File: src/rtl/riscv_pkg.sv
// Shared opcode constants, the canonical NOP word and the fetch FSM state type.
package riscv_pkg;

  localparam logic [6:0]  OPC_HALT  = 7'b1111111;
  localparam logic [31:0] NOP_INSTR = 32'h0000_0013;  // addi x0,x0,0

  typedef enum logic [1:0] {
    RUN,
    DRAIN,
    HALTED
  } fetch_state_e;

  function automatic logic is_halt(input logic [31:0] instr);
    return instr[6:0] == OPC_HALT;
  endfunction

endpackage

File: src/rtl/if_stage_if.sv
// Instruction-memory port between the fetch stage (master) and an async-read memory (slave).
interface if_stage_if #(
  parameter int unsigned PC_W = 9
);
  logic [PC_W-1:0] imem_addr_o;
  logic [31:0]     imem_rdata_i;

  modport master (output imem_addr_o, input imem_rdata_i);
  modport slave  (input imem_addr_o, output imem_rdata_i);
endinterface

File: src/rtl/if_id_reg.sv
// IF/ID pipeline register: bubble beats load, otherwise holds.
module if_id_reg
  import riscv_pkg::*;
#(
  parameter int unsigned     PC_W     = 9,
  parameter logic [PC_W-1:0] RESET_PC = '0
) (
  input  logic            clk,
  input  logic            rst_n,
  input  logic            load,
  input  logic            bubble,
  input  logic [PC_W-1:0] pc_in,
  input  logic [31:0]     instr_in,
  output logic [PC_W-1:0] pc,
  output logic [31:0]     instr,
  output logic            valid
);

  logic [PC_W-1:0] pc_q;
  logic [31:0]     instr_q;
  logic            valid_q;

  always_ff @(posedge clk) begin
    if (!rst_n) begin
      pc_q    <= RESET_PC;
      instr_q <= NOP_INSTR;
      valid_q <= 1'b0;
    end else if (bubble) begin
      // A bubble keeps the previous pc so downstream debug still sees a sensible value.
      instr_q <= NOP_INSTR;
      valid_q <= 1'b0;
    end else if (load) begin
      pc_q    <= pc_in;
      instr_q <= instr_in;
      valid_q <= 1'b1;
    end
  end

  assign pc    = pc_q;
  assign instr = instr_q;
  assign valid = valid_q;

endmodule

File: src/rtl/if_stage.sv
// Fetch stage: PC register, RUN/DRAIN/HALTED control and the IF/ID register.
module if_stage
  import riscv_pkg::*;
#(
  parameter int unsigned     PC_W     = 9,
  parameter logic [PC_W-1:0] RESET_PC = '0
) (
  input  logic              clk,
  input  logic              rst_n,
  input  logic              stall_i,
  input  logic              flush_i,
  input  logic [PC_W-1:0]   branch_target_i,
  input  logic              halt_commit_i,
  if_stage_if.master        imem,
  output logic [PC_W-1:0]   ifid_pc_o,
  output logic [31:0]       ifid_instr_o,
  output logic              ifid_valid_o,
  output logic              halted_o
);

  fetch_state_e    state_q, state_d;
  logic [PC_W-1:0] pc_q, pc_d;
  logic            halted_q;
  logic            ifid_load, ifid_bubble;

  assign imem.imem_addr_o = pc_q;

  always_comb begin
    state_d     = state_q;
    pc_d        = pc_q;
    ifid_load   = 1'b0;
    ifid_bubble = 1'b0;
    if (state_q == HALTED) begin
      ifid_bubble = 1'b1;
    end else if (flush_i) begin
      pc_d        = {branch_target_i[PC_W-1:2], 2'b00};
      ifid_bubble = 1'b1;
      state_d     = RUN;
    end else if (stall_i) begin
      // Hold everything, including a halt still parked in IF/ID.
    end else if (state_q == DRAIN) begin
      ifid_bubble = 1'b1;
      if (halt_commit_i) state_d = HALTED;
    end else begin
      ifid_load = 1'b1;
      if (is_halt(imem.imem_rdata_i)) state_d = DRAIN;
      else                            pc_d    = pc_q + PC_W'(4);
    end
  end

  always_ff @(posedge clk) begin
    if (!rst_n) begin
      state_q  <= RUN;
      pc_q     <= RESET_PC;
      halted_q <= 1'b0;
    end else begin
      state_q  <= state_d;
      pc_q     <= pc_d;
      halted_q <= (state_d == HALTED);
    end
  end

  assign halted_o = halted_q;

  if_id_reg #(
    .PC_W     (PC_W),
    .RESET_PC (RESET_PC)
  ) u_if_id_reg (
    .clk      (clk),
    .rst_n    (rst_n),
    .load     (ifid_load),
    .bubble   (ifid_bubble),
    .pc_in    (pc_q),
    .instr_in (imem.imem_rdata_i),
    .pc       (ifid_pc_o),
    .instr    (ifid_instr_o),
    .valid    (ifid_valid_o)
  );

endmodule
File: src/flat_wrapper.sv
// flat-port wrapper written by rule: the top's interface ports become plain ports
module if_stage_flat import riscv_pkg::*;
#(
  parameter int unsigned     PC_W     = 9,
  parameter logic [PC_W-1:0] RESET_PC = '0
)
  (clk, rst_n, stall_i, flush_i, branch_target_i, halt_commit_i, ifid_pc_o, ifid_instr_o, ifid_valid_o, halted_o, imem_imem_addr_o, imem_imem_rdata_i);
  if_stage_if #(.PC_W(PC_W)) imem_i ();
  input  logic clk;
  input  logic rst_n;
  input  logic stall_i;
  input  logic flush_i;
  input  logic [PC_W-1:0] branch_target_i;
  input  logic halt_commit_i;
  output logic [PC_W-1:0] ifid_pc_o;
  output logic [31:0] ifid_instr_o;
  output logic ifid_valid_o;
  output logic halted_o;
  output wire logic [$bits(imem_i.imem_addr_o)-1:0] imem_imem_addr_o;
  input wire logic [$bits(imem_i.imem_rdata_i)-1:0] imem_imem_rdata_i;
  assign imem_imem_addr_o = imem_i.imem_addr_o;
  assign imem_i.imem_rdata_i = imem_imem_rdata_i;
  if_stage #(.PC_W(PC_W), .RESET_PC(RESET_PC)) u_core (.clk(clk), .rst_n(rst_n), .stall_i(stall_i), .flush_i(flush_i), .branch_target_i(branch_target_i), .halt_commit_i(halt_commit_i), .imem(imem_i), .ifid_pc_o(ifid_pc_o), .ifid_instr_o(ifid_instr_o), .ifid_valid_o(ifid_valid_o), .halted_o(halted_o));
endmodule
File: config.mk
export PLATFORM = sky130hd
export DESIGN_NAME = if_stage_flat
export DESIGN_NICKNAME = d
export VERILOG_FILES = /design/src/rtl/riscv_pkg.sv /design/src/rtl/if_stage_if.sv /design/src/rtl/if_id_reg.sv /design/src/rtl/if_stage.sv /design/src/flat_wrapper.sv
export SDC_FILE = /design/constraint.sdc
export NUM_CORES = 1
export LEC_CHECK = 0
export ABC_AREA = 1
export BUFFER_PORTS_ARGS = -buffer_cell sky130_fd_sc_hd__buf_2
export CAP_MARGIN = 20
export CORE_UTILIZATION = 48
export DETAILED_ROUTE_END_ITERATION = 12
export MAX_ROUTING_LAYER = met4
export PLACE_DENSITY = 0.8
export SLEW_MARGIN = 0
export SYNTH_ARGS = -nofsm -noshare
export SYNTH_HDL_FRONTEND = slang
export SYNTH_HIERARCHICAL = 1
export SYNTH_SLANG_ARGS = --single-unit
File: constraint.sdc
create_clock -name clk -period 1.87 [get_ports clk]
set_clock_uncertainty 0.05 [all_clocks]
set_input_delay 0.374 -clock clk [delete_from_list [all_inputs] [get_ports clk]]
set_output_delay 0.374 -clock clk [all_outputs]
set_load 0.05 [all_outputs]
**Word level (Yosys, flattened, before mapping)**

Index checks and enable logic that the tools add are counted.

- Add/sub/neg operators: 1
- Equal/unequal tests: 7
- Muxes and demuxes: 18
- Bitwise logic cells: 3
- Reductions and logical operators: 3

Operator list:

| operator | number |
|---|---|
| $mux W9 | 4 |
| $mux W2 | 6 |
| $add A9 B3 Y9 const B | 1 |
| $mux W1 | 8 |
| $eq A7 B7 Y1 const B | 1 |
| $eq A2 B2 Y1 const B | 2 |
| $ne A2 B2 Y1 const B | 2 |
| $reduce_and A4 Y1 | 1 |
| $not A1 Y1 | 3 |
| $eq A2 B1 Y1 const B | 1 |
| $ne A2 B1 Y1 const B | 1 |
| $reduce_and A2 Y1 | 1 |
| $reduce_or A2 Y1 | 1 |

- Bits in registers: 54
- Input port bits: 46
- Output and inout port bits: 52

**Longest topological paths before layout**

Gate-level depths: netlist of the first run.

- Depth in word-level cells: 7
- Mapped depth: 10

**Cells and area by module**

Netlist of the first run, hierarchy kept.

By module, submodules not included:

| module | instances | cells each | area each (um^2) | sequential area each (um^2) |
|---|---|---|---|---|
| if_id_reg | 1 | 202 | 1661.6 | 840.8 |
| if_stage | 1 | 112 | 695.7 | 200.2 |

**Least setup slack after synthesis of the first run**

No wires, ideal clock.

- Kind: reg2reg
- From: register u_core.pc_q[2] (netlist: u_core/imem.imem_addr_o[2])
- To: register u_core.pc_q[8] (netlist: u_core/imem.imem_addr_o[8])
- Arrival: 1470 ps
- Data required time: 1702 ps
- Path slack: 232 ps
- Cell stages (with the launch flop): 9
- Cells stage by stage: dfxtp_1 -> ha_1 -> nand2_1 -> nor2_1 -> nand3_1 -> nand3_1 -> nand2_1 -> nand2_1 -> a21oi_1

- Word-level cells in the longest chain between the ends: 5

RTL lines:

| element | RTL line | source |
|---|---|---|
| from (decl) | if_stage.sv:22 | `logic [PC_W-1:0] pc_q, pc_d;` |
| from (signal assigned) | if_stage.sv:58 | `pc_q <= pc_d;` |
| $add A9 B3 Y9 | if_stage.sv:47 | `else pc_d = pc_q + PC_W'(4);` |
| $mux W9 | if_stage.sv:46 | `if (is_halt(imem.imem_rdata_i)) state_d = DRAIN;` |
| $mux W9 | if_stage.sv:41 | `end else if (state_q == DRAIN) begin` |
| $mux W9 | if_stage.sv:39 | `end else if (stall_i) begin` |
| $mux W9 | if_stage.sv:35 | `end else if (flush_i) begin` |

No other way between the ends. The select of a mux whose other input is x is not followed.
A chain may end at the register's enable or synchronous reset.

**Final worst setup path of the first run**

- From: register u_core.state_q[1]
- To: register u_core.u_if_id_reg.instr_q[16] (netlist: u_core/u_if_id_reg/instr[16])

- Word-level cells in the longest chain between the ends: 6

RTL lines:

| element | RTL line | source |
|---|---|---|
| from (decl) | if_stage.sv:21 | `fetch_state_e state_q, state_d;` |
| from (signal assigned) | if_stage.sv:57 | `state_q <= state_d;` |
| $eq A2 B1 Y1 | if_stage.sv:41 |  |
| $mux W1 | if_stage.sv:41 |  |
| $mux W1 | if_stage.sv:39 |  |
| $mux W1 | if_stage.sv:35 |  |
| $mux W1 * | if_stage.sv:33 | `if (state_q == HALTED) begin` |
| net u_core.ifid_bubble | if_stage.sv:24 | `logic ifid_load, ifid_bubble;` |
| $reduce_or A2 Y1 (no line) * | n/a |  |
| to (signal assigned) | if_id_reg.sv:34 | `instr_q <= instr_in;` |
| to (decl) | if_id_reg.sv:20 | `logic [31:0] instr_q;` |

The timed path passes the listed nets; every way through them passes the cells marked *.

==> run metrics, run 1 <==
outcome finished, final reports clean; synthesized instance count around 310; WL met3 slightly above 300 um; Seq/Total Area, Yosys between 40% and 50%; largest net degree at the start of global routing 34; CP peak stage delay between 0.3 and 0.4 ns; Total Wirelength around 5300 um; Starting DRT DRC Count between 100 and 150; startpoint types register; gr usage total a little over a fifth; # setup viols final 0; die area 0.005196 sq mm; Rows 25; CP endpoint kind register; hold path start imem_imem_rdata_i[4]; drc violations 0; layout cell share with drive strength beyond 1 roughly 37%; nets 455; CP Data Arrival Time roughly 1.8 ns; final hold slack around 0.27 ns; Starting Density between 40% and 50%; CTS HTree Levels 2; synthesized area per cell 7.507 sq um; met1 wire length 2399 um; Clk Latency, worst-skew pair 0.30 ns; commonest non-fill, non-tap cell in the layout nand2_1; initial antenna violation count 0; DR vias 2231; hold violation count in the final report 0; Mapped Area between 0.002 and 0.0025 sq mm; most area-consuming cells after synthesis dfxtp_1 44%, nand2_1 17%, a21oi_2 11%; clk root buf clkbuf_8; highest metal used met4; grt ovf 0; Req. time, crit path between 2 and 2.5 ns; PortBufs between 90 and 100; Via density around 4.7; Met2 Wirelength 2560 um; vias in the first global route 1991; CTS sink count 52; Critical Path Start u_core/state_q[1]; Area growth syn-to-layout 27.71%; Yosys warnings 6; Leak Pwr ~1.4 nW; die span in y roughly 72 um; Final Critical Period 1.600 ns; WL per Instance 11.19 um; Setup Fix Bufs, Post-CTS 0; Slew Viols, Final 0; most frequent cells in the layout 108 x nand2_1, 93 x buf_2, 52 x dfxtp_1; Num CTS Buffers 5; # resized after CTS 0; Antenna Nets Post-Route 0; Boundary Pins about 100; RSZ-0062 raised after global routing no; Worst VDD drop approximately 0.31 mV; critical path fanouts, max 16; Max Clock Freq 625.0 MHz; Setup Crit Path Kind register to register; die span in x approximately 70 um; max cap viols 0; TritonRoute pass-1 iters 5; Fillers around 430; core box area between 0.004 and 0.005 sq mm; CTS max path bufs 2; ANT cells 0; synth unique cells 25; top cell type by total area after synthesis dfxtp_1; first-pass GRT wire length ~8600 um; CTS tree built; setup tns final 0 ns; Final GP Congestion approximately 0.84; R2R Path Start u_core/state_q[1]; Seq cells post-synth 52; dpl hpwl between 3000 and 4000 um; Hold Path Class primary input to register; Power per Cell Area between 800 and 900 mW/mm^2; share of the synthesized area in the top cell type 44.16%; # hold bufs at CTS 0; clk slew on worst S/H paths ~0.090 ns; Final period util 85.56%; crit-path cells inv_1 > nand2_2 > o211ai_1 > inv_2 > nand2_4 > buf_12 > a21oi_2; Worst path slowest cell o211ai_1
report_power, final:
| part | switching (mW) | total, mW | internal [mW] | leakage [nW] |
|---|---|---|---|---|
| logic | 0.319 | 0.455 | 0.135 | 0.923 |
| clock network | 0.351 | 0.823 | 0.472 | 0.0645 |
| registers | 0.0338 | 1.18 | 1.15 | 0.423 |
cell families after synthesis:
logic type      synth area share, %
flops                         44.16
simple gates                  31.26
fa+ha+maj                    0.5307
other cells                  0.1591
buf+inv                       9.076
compound gates                14.81
per-stage QoR:
step,utilization [%],power [mW],area [sq um],setup WS (ns),cells
global route,63.74,2.570,3010,0.1710,476
floorplan,-,1.539,2369,0.2324,317
global placement,61.06,1.655,2884,0.2955,468
detailed placement,61.06,1.661,2884,0.2694,468
CTS,63.74,2.484,3010,0.2592,476
finish,63.74,2.459,3010,0.2700,476
final timing paths:
path                                  end  slack (ns)  cells past startpoint
max          u_core/u_if_id_reg/instr[16]        0.27                      7
min           u_core/u_if_id_reg/instr[4]        0.27                      3
max reg2reg  u_core/u_if_id_reg/instr[16]        0.27                      7
min reg2reg  u_core/u_if_id_reg/instr[15]        0.42                      2
routing by layer:
metal,global-route usage (%),up-vias
met1,25.00,983
met5,-,-
li1,-,1163
met4,6.754,0
met2,37.07,78
met3,4.722,7
flip-flops by register name (all words and copies together), names as in the netlist:
signal and cells:
u_core/halted_o 1, u_core/imem.imem_addr_o 7, u_core/state_q 2, u_core/u_if_id_reg/instr 32, u_core/u_if_id_reg/pc 9, u_core/u_if_id_reg/valid 1
Yosys cell counts:
library cell / count
a21oi_2: 29
ha_1: 1
conb_1: 1
dfxtp_1: 52
buf_4: 3
inv_1: 19
nand3_1: 20
o211ai_1: 1
nor2_1: 38
nand3b_4: 1
buf_2: 8
buf_6: 5
a21oi_1: 6
or2_2: 1
a31oi_1: 1
nand3_2: 1
nand4_1: 1
nor2_4: 2
inv_6: 1
o21ai_0: 7
nand2_1: 108
nand2_2: 2
nand2_4: 1
a21oi_4: 1
inv_2: 4
final cells by class:
cell class	count	area (sq um)	area share, %
multi-input cells	225	1121	37.24
inverters	24	95.09	3.159
repair buffers	100	543.0	18.04
clock buffers	7	96.34	3.200
clock inverters	1	30.03	0.9975
flip-flops and latches	52	1041	34.58
well taps	67	83.83	2.785
worst max-delay path: cells and delay by family, from the launching register on:
kind / cells / cell delay, ns
buf+inv: 3 / 0.37
compound gates: 2 / 0.39
simple gates: 2 / 0.35
flops: 1 / 0.32
(Power assumes the default switching activity.)
==> inputs of run 2 (changes only) <==
--- a/config.mk
+++ b/config.mk
@@ -5,13 +5,12 @@
 export SDC_FILE = /design/constraint.sdc
 export NUM_CORES = 1
 export LEC_CHECK = 0
-export ABC_AREA = 1
 export BUFFER_PORTS_ARGS = -buffer_cell sky130_fd_sc_hd__buf_2
 export CAP_MARGIN = 20
-export CORE_UTILIZATION = 48
+export CORE_UTILIZATION = 47
 export DETAILED_ROUTE_END_ITERATION = 12
 export MAX_ROUTING_LAYER = met4
-export PLACE_DENSITY = 0.8
+export PLACE_DENSITY = 0.79
 export SLEW_MARGIN = 0
 export SYNTH_ARGS = -nofsm -noshare
 export SYNTH_HDL_FRONTEND = slang
==> constraint.sdc (replaced) <==
create_clock -name clk -period 1.87 [get_ports clk]
set_clock_uncertainty 0.05 [all_clocks]
set_input_delay 0.0935 -clock clk [delete_from_list [all_inputs] [get_ports clk]]
set_output_delay 0.0935 -clock clk [all_outputs]
set_load 0.05 [all_outputs]
==> run metrics, run 2 <==
outcome finished, final reports clean; fin area 0.003186 sq mm; layout cell share with drive strength beyond 1 32.60%; drc violations 0; most area-consuming cells after synthesis dfxtp_1 45%, mux2i_1 17%, nor2_1 5.8%; Setup Crit Path Kind register to register; die area around 0.0052 sq mm; max cap viols 0; commonest non-fill, non-tap cell in the layout buf_2; CTS sink count 52; top cell type by total area after synthesis dfxtp_1; Via density 5.007; Power per Cell Area ~700 mW/mm^2; synthesized area per cell between 9 and 10 sq um; startpoint types register; Critical Path Stages 6; CP endpoint kind register; Hold Path Class primary input to register; synthesized instance count between 200 and 250; Pint roughly 1.6 mW; Num CTS Buffers 5; R2R cell count 6; Total Wirelength approximately 5900 um; CTS HTree Levels 2; CP peak stage delay roughly 0.34 ns; Slew Viols, Final 0; Gate power share 19.7%; Antenna Nets Post-Route 0; asr flop ratio synth 0%; Seq cells post-synth 52; count leader, synth dfxtp_1; area of the multi-input gates roughly 0.0011 sq mm; CTS tree built; synth cell count leaders 52 x dfxtp_1, 39 x mux2i_1, 36 x nor2_1, 33 x nand2_1, 9 x buf_6; first-pass GRT wire length between 9000 and 10000 um; dpl hpwl 3672 um; PortBufs 93; hold violation count in the final report 0; initial antenna violation count 0; synth unique cells 46; Area growth syn-to-layout 37.77%; vias in the first global route between 2000 and 2500; die span in x just over 70 um; gr usage total between 20 and 25%; clock group share of total power between 20% and 30%; Worst path slowest cell dfxtp_1; Worst VDD drop between 0.4 and 0.5 mV; P_sw about 0.65 mW; ANT cells 0; Leak Pwr between 1 and 1.5 nW; grt ovf 0; WL per Instance between 10 and 15 um; Flop pwr share between 50 and 60%; TritonRoute pass-1 iters 5; clk root buf clkbuf_8; CP Data Arrival Time 1.84 ns; critical path fanouts, max 28; CTS max path bufs 2; placement-stage cell area about 0.0028 sq mm; Critical Path Start u_core/state_q[0]; kind of cell adding the most delay to the critical path simple AND/OR/NAND/NOR gates; Max Clock Freq 591.8 MHz; setup tns final 0 ns; Boundary Pins between 90 and 100; Final Critical Period 1.690 ns; Clk Latency, worst-skew pair 0.30 ns; EDFF count, synth 0; largest net degree at the start of global routing 29; Setup crit end u_core/u_if_id_reg/instr[23]; Starting Density about 49%; crit-path cells nor2b_2 > nor4_2 > buf_4 > buf_12 > mux2i_1 > nor2_1; Final period util roughly nine tenths; Final GP Congestion between 0.7 and 0.8; max reg flops 32; Sw Share approximately 29%; core box area ~0.0047 sq mm; Starting DRT DRC Count 80; most frequent cells in the layout 93 x buf_2, 52 x dfxtp_1, 39 x mux2i_1; Rows 25; Worst R2R Setup Slack about 0.18 ns; share of the synthesized area in the top cell type 45.02%; Req. time, crit path approximately 2.0 ns; Post-synth top flop dfxtp_1; Seq/Total Area, Yosys between 40% and 50%; Register Area 0.001041 sq mm; # setup viols final 0; R2R Path End u_core/u_if_id_reg/instr[23]; nets 411; worst path bufs/invs 2; clk slew on worst S/H paths approximately 0.090 ns; Fillers between 300 and 400; DR vias between 2000 and 2500; Mapped Area between 0.002 and 0.0025 sq mm; Yosys warnings 6; RSZ-0062 raised after global routing no; die span in y roughly 70 um; R2R Path Start u_core/state_q[0]; # resized after CTS 0
## run 2: cell types whose count changed in the layout (fill, tap and decap cells not counted), sizes merged, moves of 3 or more
cell         delta
a211o           +6
a211oi          +3
a21oi          -32
and3            +3
dlygate4sd3    +30
inv            -19
mux2i          +39
nand2          -77
nand2b          +3
nand3          -18
nor2            -4
nor2b           +5
o21ai           -4
o22ai           +3
## run 2: final cells by class
type                       instances  area share, %
timing repair buffer             131          26.32
clock inverter                     1         0.2749
clock buffer                       7          2.396
sequential                        52          32.68
multi-input combinational        169          35.11
tap                               67          2.632
inverter                           5         0.5892
## run 2: power groups by stage
| stage | logic [mW] | clock network, mW | registers (mW) |
|---|---|---|---|
| floorplan | 0.179 | 0 | 1.30 |
| global placement | 0.379 | 0 | 1.19 |
| detailed placement | 0.385 | 0 | 1.19 |
| CTS | 0.433 | 0.655 | 1.16 |
| global route | 0.469 | 0.701 | 1.17 |
| finish | 0.440 | 0.631 | 1.16 |
## run 2: what timing repair did
action                    in CTS  in global routing
hold endpoints to repair      30                  0
hold buffers                  30                  0
buffers inserted               0                  0
## run 2: worst min path at each step
stage                         startpoint                          end  slack (ns)  cells past startpoint
floorplan           imem_imem_rdata_i[0]  u_core/u_if_id_reg/instr[0]        0.17                      1
global placement    imem_imem_rdata_i[1]  u_core/u_if_id_reg/instr[1]        0.27                      2
detailed placement  imem_imem_rdata_i[0]  u_core/u_if_id_reg/instr[0]        0.28                      2
CTS                 imem_imem_rdata_i[7]  u_core/u_if_id_reg/instr[7]       0.005                      3
global route        imem_imem_rdata_i[6]  u_core/u_if_id_reg/instr[6]        0.01                      3
finish              imem_imem_rdata_i[7]  u_core/u_if_id_reg/instr[7]        0.01                      3
## run 2: worst reg2reg max path, stage by stage (launching register included)
cell and delay [ns]:
dfxtp_1 0.34, nor2b_2 0.20, nor4_2 0.28, buf_4 0.19, buf_12 0.20, mux2i_1 0.28
nor2_1 0.06
## run 2: routing by layer
metal	wire [um]	track usage (%)	share of wire [%]
met2	2931	39.98	50
met4	74	9.150	1.3
met5	0	-	0
met3	390	5.556	6.6
met1	2481	28.13	42
## run 2: cell families (layout without fill, tap and decap cells)
logic type	count (synthesis)	count (layout)	synth area share, %
other cells	1	4	0.1622
buf+inv	23	144	7.360
mux	40	40	17.37
fa+ha+maj	1	1	0.5410
simple gates	92	92	18.89
flops	52	52	45.02
compound gates	32	32	10.66
## run 2: per-stage QoR
step	instances	hold slack [ns]	utilization, %	power (mW)	worst slack, ns
2_1_floorplan	244	0.1658	-	1.475	0.1659
3_3_place_gp	394	0.2664	59.28	1.566	0.2472
3_5_place_dp	394	0.2761	59.28	1.573	0.2297
4_1_cts	432	0.005492	67.44	2.250	0.2035
5_1_grt	432	0.01150	67.44	2.339	0.04661
6_report	432	0.009996	67.44	2.234	0.1802
==> inputs of run 3 (changes only) <==
--- a/config.mk
+++ b/config.mk
@@ -7,12 +7,11 @@
 export LEC_CHECK = 0
 export BUFFER_PORTS_ARGS = -buffer_cell sky130_fd_sc_hd__buf_2
 export CAP_MARGIN = 20
-export CORE_UTILIZATION = 47
+export CORE_UTILIZATION = 46
 export DETAILED_ROUTE_END_ITERATION = 12
 export MAX_ROUTING_LAYER = met4
 export PLACE_DENSITY = 0.79
 export SLEW_MARGIN = 0
 export SYNTH_ARGS = -nofsm -noshare
 export SYNTH_HDL_FRONTEND = slang
-export SYNTH_HIERARCHICAL = 1
 export SYNTH_SLANG_ARGS = --single-unit
==> run metrics, run 3 <==
CP Data Arrival Time roughly 1.8 ns; synthesized area per cell between 8 and 9 sq um; outcome finished, final reports clean; Yosys warnings 0; Via density roughly 5.2; RSZ-0062 raised after global routing no; synth cell count leaders 83 x nand2_1, 50 x dfxtp_1, 37 x a21oi_1, 11 x buf_2, 9 x nor2_1; Critical Path Start imem_imem_rdata_i[6]; CP endpoint kind register; critical path fanouts, max 6; Seq cells post-synth 50; die span in x approximately 70 um; TritonRoute pass-1 iters 4; Mapped Area 0.002115 sq mm; initial antenna violation count 0; gr usage total about 26%; R2R cell count 5; Final GP Congestion 0.9408; clk slew on worst S/H paths roughly 0.090 ns; Worst VDD drop around 0.44 mV; share of the synthesized area in the top cell type 47.34%; Boundary Pins 98; max reg flops 32; # resized after CTS 0; die area around 0.005 sq mm; final core utilization 68.86%; Total Wirelength slightly below 6000 um; WL per Instance about 14 um; core box area 0.004384 sq mm; top cell type by total area after synthesis dfxtp_1; Req. time, crit path slightly above 2 ns; Setup crit end u_core.imem.imem_addr_o[6]; # setup viols final 0; Starting Density between 40 and 50%; synthesized instance count 260; PortBufs just over 90; startpoint types primary input; vias in the first global route 2124; Hold Path Class primary input to register; clk root buf clkbuf_8; Worst R2R Setup Slack 0.25 ns; Area growth syn-to-layout 42.78%; ANT cells 0; most frequent cells in the layout 91 x buf_2, 83 x nand2_1, 50 x dfxtp_1; Pwr Total about 2.3 mW; layout cell share with drive strength beyond 1 30.26%; Setup Fix Bufs, Post-CTS 0; EDFF count, synth 0; Clk Latency, worst-skew pair approximately 0.3 ns; R2R Path End u_core.u_if_id_reg.instr[20]; hold violation count in the final report 0; asr flop ratio synth 0%; CTS sink count 50; Antenna Nets Post-Route 0; Seq/Total Area, Yosys around 47%; nets 426; CTS tree built; Slew Viols, Final 0; Power per Cell Area roughly 780 mW/mm^2; synth unique cells 44; CTS max path bufs 2; Max Clock Freq approximately 600 MHz; count leader, synth nand2_1; grt ovf 0; Setup Crit Path Kind primary input to register; commonest non-fill, non-tap cell in the layout buf_2; setup tns final 0 ns; max cap viols 0; drc violations 0; Leak Pwr around 1.4 nW; Final period util roughly nine tenths; CTS HTree Levels 2; R2R Path Start u_core.state_q[0]; Rows 24; DR vias between 2000 and 2500; most area-consuming cells after synthesis dfxtp_1 47%, nand2_1 15%, a21oi_1 8.8%; Final Critical Period 1.660 ns; largest net degree at the start of global routing 34; Starting DRT DRC Count slightly above 100; die span in y 69.80 um; dpl hpwl 3668 um; Num CTS Buffers 5; Post-synth top flop dfxtp_1; first-pass GRT wire length about 9700 um
==> run 3: cell count changes after synthesis, sizes merged, moves of 4 or more <==
cell   before  now
nor2       36    9
mux2i      39    1
o21ai       3    7
nor2b       5    0
a211o       6    1
nand2      34   83
a21oi       4   37
==> run 3: worst max-delay path, stage by stage <==
cell and delay (ns):
dlygate4sd3_1 0.56, buf_2 0.14, and4_1 0.26, a211oi_2 0.31
o21ai_2 0.17, o221a_1 0.29
==> run 3: metal layers <==
| metal | part of all wire, % | track usage [%] | vias up |
|---|---|---|---|
| met5 | 0 | - | - |
| met4 | 1.5 | 8.444 | 0 |
| met3 | 7.2 | 6.250 | 10 |
| met2 | 50 | 43.06 | 99 |
| met1 | 42 | 30.00 | 1026 |
| li1 | - | - | 1118 |
==> run 3: layout make-up <==
class | count | area [sq um]
clock buffers | 5 | 68.82
multi-input cells | 189 | 994.7
well taps | 52 | 65.06
flip-flops and latches | 50 | 1001
fillers | 383 | 1365
inverters | 4 | 15.01
repair buffers | 129 | 830.8
clock inverters | 3 | 43.79
==> run 3: timing repair <==
item	4_1_cts	5_1_grt
endpoints found under the setup margin	0	0
hold endpoints to repair	31	0
hold buffers	31	0
==> run 3: metrics by stage <==
| stage | area (sq um) | cells | hold WS, ns | setup WS [ns] |
|---|---|---|---|---|
| final | 3019 | 432 | 0.02121 | 0.2103 |
| after global routing | 3019 | 432 | 0.04129 | 0.09213 |
| after CTS | 3019 | 432 | 0.02650 | 0.2474 |
| after detailed placement | 2596 | 393 | 0.2794 | 0.2823 |
| after global placement | 2596 | 393 | 0.2779 | 0.3216 |
| after floorplan | 2126 | 263 | 0.1795 | 0.04090 |
==> run 3: worst min-delay path by stage <==
stage	start	endpoint	slack [ns]	cells past startpoint
detailed placement	imem_imem_rdata_i[1]	u_core.u_if_id_reg.instr[1]	0.28	2
global placement	imem_imem_rdata_i[1]	u_core.u_if_id_reg.instr[1]	0.28	2
global route	imem_imem_rdata_i[29]	u_core.u_if_id_reg.instr[29]	0.04	3
CTS	imem_imem_rdata_i[29]	u_core.u_if_id_reg.instr[29]	0.03	3
floorplan	imem_imem_rdata_i[10]	u_core.u_if_id_reg.instr[10]	0.18	2
finish	imem_imem_rdata_i[29]	u_core.u_if_id_reg.instr[29]	0.02	3
==> run 3: logic make-up after synthesis <==
family / count (synthesis) / share of synthesized area (%)
flops: 50 / 47.34
other cells: 1 / 0.1773
fa+ha+maj: 1 / 0.5916
simple gates: 113 / 23.85
buf+inv: 24 / 6.154
mux: 3 / 1.538
compound gates: 68 / 20.36
==> run 3: where the power goes <==
| part | internal, mW | total (mW) | switching [mW] | leakage (nW) |
|---|---|---|---|---|
| combinational | 0.160 | 0.446 | 0.286 | 0.889 |
| sequential | 1.10 | 1.13 | 0.0273 | 0.406 |
| clock | 0.401 | 0.769 | 0.368 | 0.0585 |
| total | 1.66 | 2.34 | 0.681 | 1.35 |
